## src/rtl/washmach_pkg.sv

```systemverilog
// Shared washing-machine types and constants for the fill/wash and drain/spin phases.
// Combinational definitions only; no latency and no flow control.
package washmach_pkg;

  typedef enum logic [1:0] {
    IDLE     = 2'd0,
    WATER_IN = 2'd1,
    WASHING  = 2'd2,
    WASH_END = 2'd3
  } fill_wash_state_t;

  localparam int MAX_LEVEL      = 7;
  localparam int WASH_SCALE_DEF = 2;

  typedef logic [$clog2(MAX_LEVEL+1)-1:0] level_t;

  // Wash duration in time units for a given fill level.
  function automatic logic [7:0] wash_units(input level_t level, input int scale);
    return 8'(int'(level) * scale);
  endfunction

endpackage

```

## src/rtl/wash_timer.sv

```systemverilog
// Loadable down-counter stepped by a tick enable, with freeze, sync clear and zero flag.
// Count updates one edge after load/dec; freeze holds the count and overrides load and dec.
module wash_timer #(
  parameter int W = 8
) (
  input  logic         clk,
  input  logic         rst,
  input  logic         clr,
  input  logic         freeze,
  input  logic         load,
  input  logic [W-1:0] load_val,
  input  logic         dec,
  output logic [W-1:0] count,
  output logic         zero
);

  always_ff @(posedge clk or posedge rst) begin
    if (rst) begin
      count <= '0;
    end else if (clr) begin
      count <= '0;
    end else if (!freeze) begin
      if (load) begin
        count <= load_val;
      end else if (dec && count != '0) begin
        count <= count - W'(1);
      end
    end
  end

  assign zero = (count == '0);

endmodule

```

## src/rtl/fill_wash_mode.sv

```systemverilog
// Wash phase: fill drum to a weight-set level, run a timed wash, then hold the end sign.
// Outputs are registered (wash_count lags state by one cycle); start low freezes, en low aborts.
module fill_wash_mode
  import washmach_pkg::*;
#(
  parameter int WIDTH      = 32,
  parameter int WASH_SCALE = WASH_SCALE_DEF
) (
  input  logic             clk,
  input  logic             rst,
  input  logic             power,
  input  logic             start,
  input  logic             wash_start,
  input  logic [2:0]       weight,
  input  logic             tick,
  input  logic             blink,
  output logic [2:0]       water_level,
  output logic [WIDTH-1:0] wash_count,
  output logic             wash_end_sign,
  output logic             water_in_light,
  output logic             washing_light
);

  fill_wash_state_t state, state_n;
  level_t           target, target_n, level_n;
  logic [WIDTH-1:0] count_n;
  logic             end_n, wil_n, wl_n;
  logic             t_load, t_dec;
  logic [7:0]       remain, units, fill_left;
  logic             remain_zero;

  wire en  = power & wash_start;
  wire run = en & start;

  assign units     = wash_units(target, WASH_SCALE);
  assign fill_left = {5'b0, target - water_level};

  wash_timer #(.W(8)) u_remain (
    .clk      (clk),
    .rst      (rst),
    .clr      (~en),
    .freeze   (~start),
    .load     (t_load),
    .load_val (units),
    .dec      (t_dec),
    .count    (remain),
    .zero     (remain_zero)
  );

  always_ff @(posedge clk or posedge rst) begin
    if (rst) begin
      state          <= IDLE;
      target         <= '0;
      water_level    <= '0;
      wash_count     <= '0;
      wash_end_sign  <= 1'b0;
      water_in_light <= 1'b0;
      washing_light  <= 1'b1;
    end else begin
      state          <= state_n;
      target         <= target_n;
      water_level    <= level_n;
      wash_count     <= count_n;
      wash_end_sign  <= end_n;
      water_in_light <= wil_n;
      washing_light  <= wl_n;
    end
  end

  always_comb begin
    state_n  = state;
    target_n = target;
    level_n  = water_level;
    count_n  = wash_count;
    end_n    = wash_end_sign;
    wil_n    = water_in_light;
    wl_n     = washing_light;
    t_load   = 1'b0;
    t_dec    = 1'b0;

    if (!en) begin
      state_n = IDLE;
      level_n = '0;
      count_n = '0;
      end_n   = 1'b0;
      wil_n   = 1'b0;
      wl_n    = 1'b1;
    end else begin
      // Lights follow blink even while paused.
      if (blink) begin
        case (state)
          IDLE:     begin wil_n = 1'b0;            wl_n = 1'b1;           end
          WATER_IN: begin wil_n = ~water_in_light; wl_n = 1'b1;           end
          WASHING:  begin wil_n = 1'b0;            wl_n = ~washing_light; end
          default:  begin wil_n = 1'b0;            wl_n = 1'b0;           end
        endcase
      end

      if (run) begin
        case (state)
          WATER_IN: count_n = WIDTH'(fill_left + units);
          WASHING:  count_n = WIDTH'(remain);
          default:  count_n = '0;
        endcase

        case (state)
          IDLE: begin
            target_n = (weight == 3'd0) ? 3'd1 : weight;
            state_n  = WATER_IN;
          end
          WATER_IN: if (tick) begin
            level_n = water_level + 3'd1;
            if (level_n == target) begin
              state_n = WASHING;
              t_load  = 1'b1;
            end
          end
          WASHING: begin
            // A zero-length wash (WASH_SCALE 0) ends without waiting for a tick.
            if (remain_zero) begin
              state_n = WASH_END;
              end_n   = 1'b1;
            end else if (tick) begin
              t_dec = 1'b1;
              if (remain == 8'd1) begin
                state_n = WASH_END;
                end_n   = 1'b1;
              end
            end
          end
          default: end_n = 1'b1;
        endcase
      end
    end
  end

endmodule
```

## config.mk

```make
export PLATFORM = sky130hd
export DESIGN_NAME = fill_wash_mode
export DESIGN_NICKNAME = d
export VERILOG_FILES = /design/src/rtl/washmach_pkg.sv /design/src/rtl/wash_timer.sv /design/src/rtl/fill_wash_mode.sv
export SDC_FILE = /design/constraint.sdc
export NUM_CORES = 1
export LEC_CHECK = 0
export CAP_MARGIN = 10
export CORE_MARGIN = 8
export CORE_UTILIZATION = 50
export DETAILED_ROUTE_END_ITERATION = 10
export HOLD_SLACK_MARGIN = 0.08
export PLACE_DENSITY = 0.81
export SYNTH_ARGS = -nofsm -noshare
export SYNTH_HDL_FRONTEND = slang
export SYNTH_HIERARCHICAL = 1
export SYNTH_SLANG_ARGS = --single-unit
```

## constraint.sdc

```tcl
create_clock -name clk -period 3.25 [get_ports clk]
set_clock_uncertainty 0.1 [all_clocks]
set_input_delay 0.65 -clock clk [delete_from_list [all_inputs] [get_ports clk]]
set_output_delay 0.65 -clock clk [all_outputs]
set_load 0.005 [all_outputs]
```

==> impl_metrics.tcl <==
set metrics [dict create \
    rrSetupSlack_ns 0.46 \
    yosysSeqAreaShare_pct 34.33 \
    ff_latch_area_um2 676.9 \
    cp_slowest_stage_delay_ns 0.44 \
    grt_usage_pct 13.53 \
    ant_nets 0 \
    drive_gt1_share_pct 7.451 \
    finalHoldViolations 0 \
    avgSynthCellArea_um2 8.649 \
    hold_class "reg2reg" \
    final_cells 305 \
    preCtsSetupSlack_ns 0.2725 \
    diodes 0 \
    die_width_um 78.80 \
    end_kind "flop" \
    drtIter0Drc 131 \
    ys_warn_count 6 \
    grt_max_degree 22 \
    clock.fmax_mhz 358.5 \
    multiInputGateArea_mm2 0.001104 \
    r2r_end "u_remain/count[7]" \
    min_path_cells 2 \
    clock-root-buffer "clkbuf_8" \
    io_buffer_count 23 \
    r2r-start "water_level[0]" \
    synth_largest_area_cell "dfrtp_1" \
    p_total_mw 0.7250 \
    dpl.hpwl_um 3262 \
    place_inst 301 \
    synthArstFlopShare_pct 100.0 \
    status "completed" \
    synth_flop_cell "dfrtp_1" \
    peakVddDrop_mv 0.1818 \
    die_area_mm2 0.006209 \
    viasPerCell 5.213 \
    ctsHoldBuffers 0 \
    syn_inst 228 \
    antenna_found_initial 0 \
    worstPathArrival_ns 2.86 \
    path_max_fanout 10 \
    initial_core_util_pct 50.76 \
    synth_area_leaders "dfrtp_1 33%, buf_4 9.1%, ha_1 6.3%, nand2_1 5.9%, nand3_1 3.6%" \
    grt_setup_unrepaired "false" \
    min_from "wash_count[7]" \
    max_cap_viol_count 0 \
    gp_congestion 0.8961 \
    synth-edff-count 0 \
    tns_ns 0 \
    syn_area_mm2 0.001972 \
    powerDensity_mw_per_mm2 326.1 \
    slew_violations 0 \
    synth_top_area_share_pct 32.99 \
    nets 278 \
    synth.top_cells.by_count "31 x nand2_1, 26 x dfrtp_1, 24 x buf_4" \
    grt_pass1_wl_um 6996 \
    wl_per_cell_um 13.75 \
    design_area_mm2 0.002223 \
    worst_pin_slew_ns 0.7244 \
    min_to "wash_count[7]" \
    die_h_um 78.80 \
    io-pin-count 48 \
    area_delta_synth_final_pct 12.75 \
    netlist-cell-type-count 52 \
    dpl_cell_area_mm2 0.002178 \
    critical_path_required_ns 3.32 \
    coreArea_mm2 0.003885 \
    slowest_stage "dfrtp_1" \
    setup_slack_ns 0.4606 \
    min_period_ns 2.789 \
    h-tree-depth 1 \
    whs_ns 0.4293 \
    rr_worst_depth 8 \
    cts_sinks 27 \
    cts_setup_buffers 0 \
    cp-start-kind "flop" \
    clk_latency_ns 0.27 \
    drc 0 \
    numCtsBuffers 3 \
    routed_wl_um 4195 \
    fill_cells 359 \
    crit_chain "ha_1 > xor2_1 > or3_1 > nor3_1 > or4b_1 > o221a_1 > o21ai_1 > a32o_1" \
    fin_crit_sh_pct 85.83 \
    final_util_pct 57.23 \
    rows 23 \
    first_global_vias 1555 \
    setup_viol 0 \
    leakage_nw 0.9822 \
    clk_pin_slew_ns 0.09 \
    synth_seq_cells 27 \
    worstSetupPathType "reg2reg" \
    maxSlewHeadroom_pct 51.66 \
    clock_path_buffers 2 \
    first_pass_iters 4 \
    cts_tree "built" \
    globalRouteOverflowTotal 0 \
    yosysMostFrequentCell "nand2_1" \
    vias 1590 \
    cts-resized-gates 0 \
]
==> power by group <==
part	switching (mW)	total [mW]	leakage, nW	internal (mW)
sequential	0.0194	0.367	0.365	0.348
clock	0.104	0.192	0.0228	0.0880
combinational	0.0935	0.165	0.594	0.0719
total	0.217	0.725	0.982	0.508
==> layout by cell type (no fill, tap or decap), types with 4 or more instances in the layout <==
cell type        count
nand2_1             31
conb_1              29
dfrtp_1             26
clkdlybuf4s50_1     23
inv_1               16
nand3_1             14
nor2_1              13
a21oi_1             12
ha_1                10
o21ai_0              7
xor2_1               5
nor3_1               5
buf_4                5
mux2i_1              4
o21ai_1              4
==> registers in the layout, summed over array words and instances (netlist names) <==
| name | count |
|---|---|
| u_remain/count | 8 |
| state | 2 |
| wash_end_sign | 1 |
| water_level | 3 |
| wash_count | 8 |
| water_in_light | 1 |
| target | 3 |
| washing_light | 1 |
==> routing by layer <==
metal	vias up	wire (µm)	part of all wire (%)	track usage [%]
li1	786	-	-	-
met4	0	66	1.6	5.000
met1	739	1863	44	16.99
met3	7	355	8.5	3.047
met2	58	1910	46	22.20
met5	-	0	0	0
==> worst max-delay path, delay by kind of cell, from the launching register on <==
family	cells	cell delay, ns
compound gates	3	0.79
fa+ha+maj	1	0.35
simple gates	3	0.82
xor+xnor	1	0.18
flops	1	0.44
==> cell families after synthesis <==
family / count (synthesis) / share of synthesized area [%]
and+or+nand+nor: 81 / 20.24
DFF: 27 / 34.33
xor gates and xnor gates: 7 / 3.870
other: 1 / 0.1902
adders and majority gates: 12 / 8.376
muxes: 7 / 3.744
buffers and inverters: 51 / 15.04
AOI/OAI and AO/OA: 42 / 14.21
==> area by class of cell <==
cell class	instances	area share, %
multi-input cells	178	49.63
flip-flops and latches	27	30.44
repair buffers	28	12.04
inverters	18	3.039
well taps	50	2.814
clock buffers	4	2.026
==> worst max path at each step <==
stage,from,end,depth (start not counted)
4_1_cts,water_level[0],u_remain/count[7],8
3_5_place_dp,power,u_remain/count[7],8
6_report,water_level[0],u_remain/count[7],8
2_1_floorplan,water_level[0],u_remain/count[3],9
5_1_grt,water_level[0],u_remain/count[7],8
3_3_place_gp,power,u_remain/count[7],8
(Power assumes the default switching activity.)
==> edit: new RTL, config.mk and constraints unchanged <==
Encoding of `fill_wash_state_t`: now Gray code (2 bits for 4 states).
--- a/src/rtl/washmach_pkg.sv
+++ b/src/rtl/washmach_pkg.sv
@@ -3,10 +3,10 @@
 package washmach_pkg;
 
   typedef enum logic [1:0] {
-    IDLE     = 2'd0,
-    WATER_IN = 2'd1,
-    WASHING  = 2'd2,
-    WASH_END = 2'd3
+    IDLE     = 2'b00,
+    WATER_IN = 2'b01,
+    WASHING  = 2'b11,
+    WASH_END = 2'b10
   } fill_wash_state_t;
 
   localparam int MAX_LEVEL      = 7;
Formal check against the unedited RTL: no difference found for any inputs over 10 cycles, from zero or initial values and one cycle with rst high; not proved beyond that.
==> edit against the original RTL <==
  * First-iteration DRC count fell by 36%
  * Area after synthesis fell by 1.5%
  * Critical path depth fell by 1
  * Fmax rose by 1.2%
  * Sequential cell count did not move
  * Critical endpoint unchanged
  * Routed wire length barely moved
  * Hold slack got worse by 0.0023 ns
  * Setup slack improved by 0.034 ns
  * Final area fell by 0.51%
  * Die area fell by 1.2%
  * Sequential share of layout area rose by 0.15 points
  * Total power fell by 3.1%
==> edit: results (changes against the original RTL) <==
status: complete, no violations
total track usage: 13.6% (+0.071 points)
relative slew slack: 50.7% (-0.92 points)
comb pwr: 141 uW (-15%)
Pwr Total: 703 uW (-3.1%)
first-pass GRT wire length: 7100 um (+1.5%)
GP Congestion: 0.873 (-2.6%)
hold path start: wash_count[7]$_DFFE_PP0N_
share of cells above drive strength 1: 11.0% (+3.6 points)
hpwl dp: 3300 um (+1.2%)
Sw Share: 29.2% (-0.69 points)
pre-CTS setup slack: 0.215 ns (-0.0575 ns)
R2R depth: 8 (unchanged)
Synth top cells by count: buf_4 (26), dfrtp_1 (26), nand2_1 (19), inv_1 (15), nor2_1 (14)
setup bufs post-CTS: 0 (unchanged)
Yosys cell types: 56 (+7.7%)
largest registers: u_remain/count x8, wash_count x8
largest net degree at the start of global routing: 20 (-9.1%)
worst flop-to-flop path startpoint: water_level[0]$_DFFE_PP0P_
top post-synthesis cells by area: dfrtp_1 (34%), buf_4 (10%), ha_1 (3.9%)
Worst VDD drop: 0.000223 V (+23%)
clk_lat worst skew: 0.28 ns
Post-Route WL: 4200 um (about the same)
CP arrival: 2.83 ns (-0.03 ns)
Hold Crit Class: flip-flop to flip-flop
clock buffer depth: 2 (unchanged)
nets: 264 (-5.0%)
Iteration-0 DRC Markers: 84 (-36%)
1st-pass router iterations: 4 (unchanged)
Seq/Total Area, Yosys: 34.9% (+0.53 points)
via count: 1,578 (-0.75%)
CP Launch Point: tick
WHS: 0.427 ns (-0.00228 ns)
vias in the first global route: 1,520 (-2.3%)
Critical Path End: u_remain/count[7]$_DFFE_PP0P_
LEAKAGE: 0.000953 uW (-3.0%)
FF-to-FF setup slack: 0.60 ns (+0.14 ns)
critical-path maximum fanout: 11 (+1)
Highest Clock Rate: 0.363 GHz (+1.2%)
fillers: 359 (unchanged)
Root Buffer: clkbuf_8
clock share of power: 28.5% (+2.0 points)
fraction of registers with async set/reset: 100% (unchanged)
port bufs: 23 (unchanged)
clock-pin slew on the worst setup and hold paths: 0.10 ns
CTS Buf Count: 3 (unchanged)
Yosys warnings: 6 (unchanged)
H-tree levels: 1 (unchanged)
==> edit: changes by cell type in the layout (fill, tap and decap cells not counted), sizes merged, moves of 2 or more <==
| cell | delta |
|---|---|
| nand2 | -11 |
| nand3 | -5 |
| ha | -4 |
| buf | +3 |
| nand4 | +3 |
| clkinv | -2 |
| nor3b | +2 |
| o211ai | +2 |
| o21ai | -2 |
| or4 | +2 |
| xnor2 | +2 |
| xor2 | -2 |
==> edit: cells by family after synthesis <==
kind of cell,after synthesis,synth area share (%)
simple gates,75,22.6
buf+inv,50,15.3
compound gates,41,14.1
flops,27,34.9
fa+ha+maj,8,5.93
mux,8,4.32
xor+xnor,6,2.71
other cells,1,0.193
==> edit: layout make-up <==
cell class | instances | area share (%)
multi-input cells | 167 | 48.8
clock buffers | 4 | 2.04
repair buffers | 31 | 13.1
inverters | 16 | 2.71
flip-flops and latches | 27 | 30.6
well taps | 48 | 2.71
==> edit: per-stage QoR <==
stage / instance area [um^2] / cells
CTS: 2210 / 293
finish: 2210 / 293
global route: 2210 / 293
global placement: 2170 / 289
detailed placement: 2170 / 289
floorplan: 2050 / 244
==> edit: layer usage <==
| metal | vias up | GRT usage [%] | wire length (um) |
|---|---|---|---|
| met5 | - | 0 | 0 |
| met4 | 0 | 4.63 | 48 |
| met3 | 6 | 1.94 | 236 |
| met2 | 59 | 22.5 | 2040 |
| met1 | 744 | 17.7 | 1870 |
| li1 | 769 | - | - |
==> edit: critical path: stages <==
cell             delay (ns)
clkdlybuf4s50_1        0.58
nand4b_2               0.16
nor4b_2                0.38
buf_4                  0.24
o221a_1                0.43
o21ai_1                0.12
a32o_1                 0.27
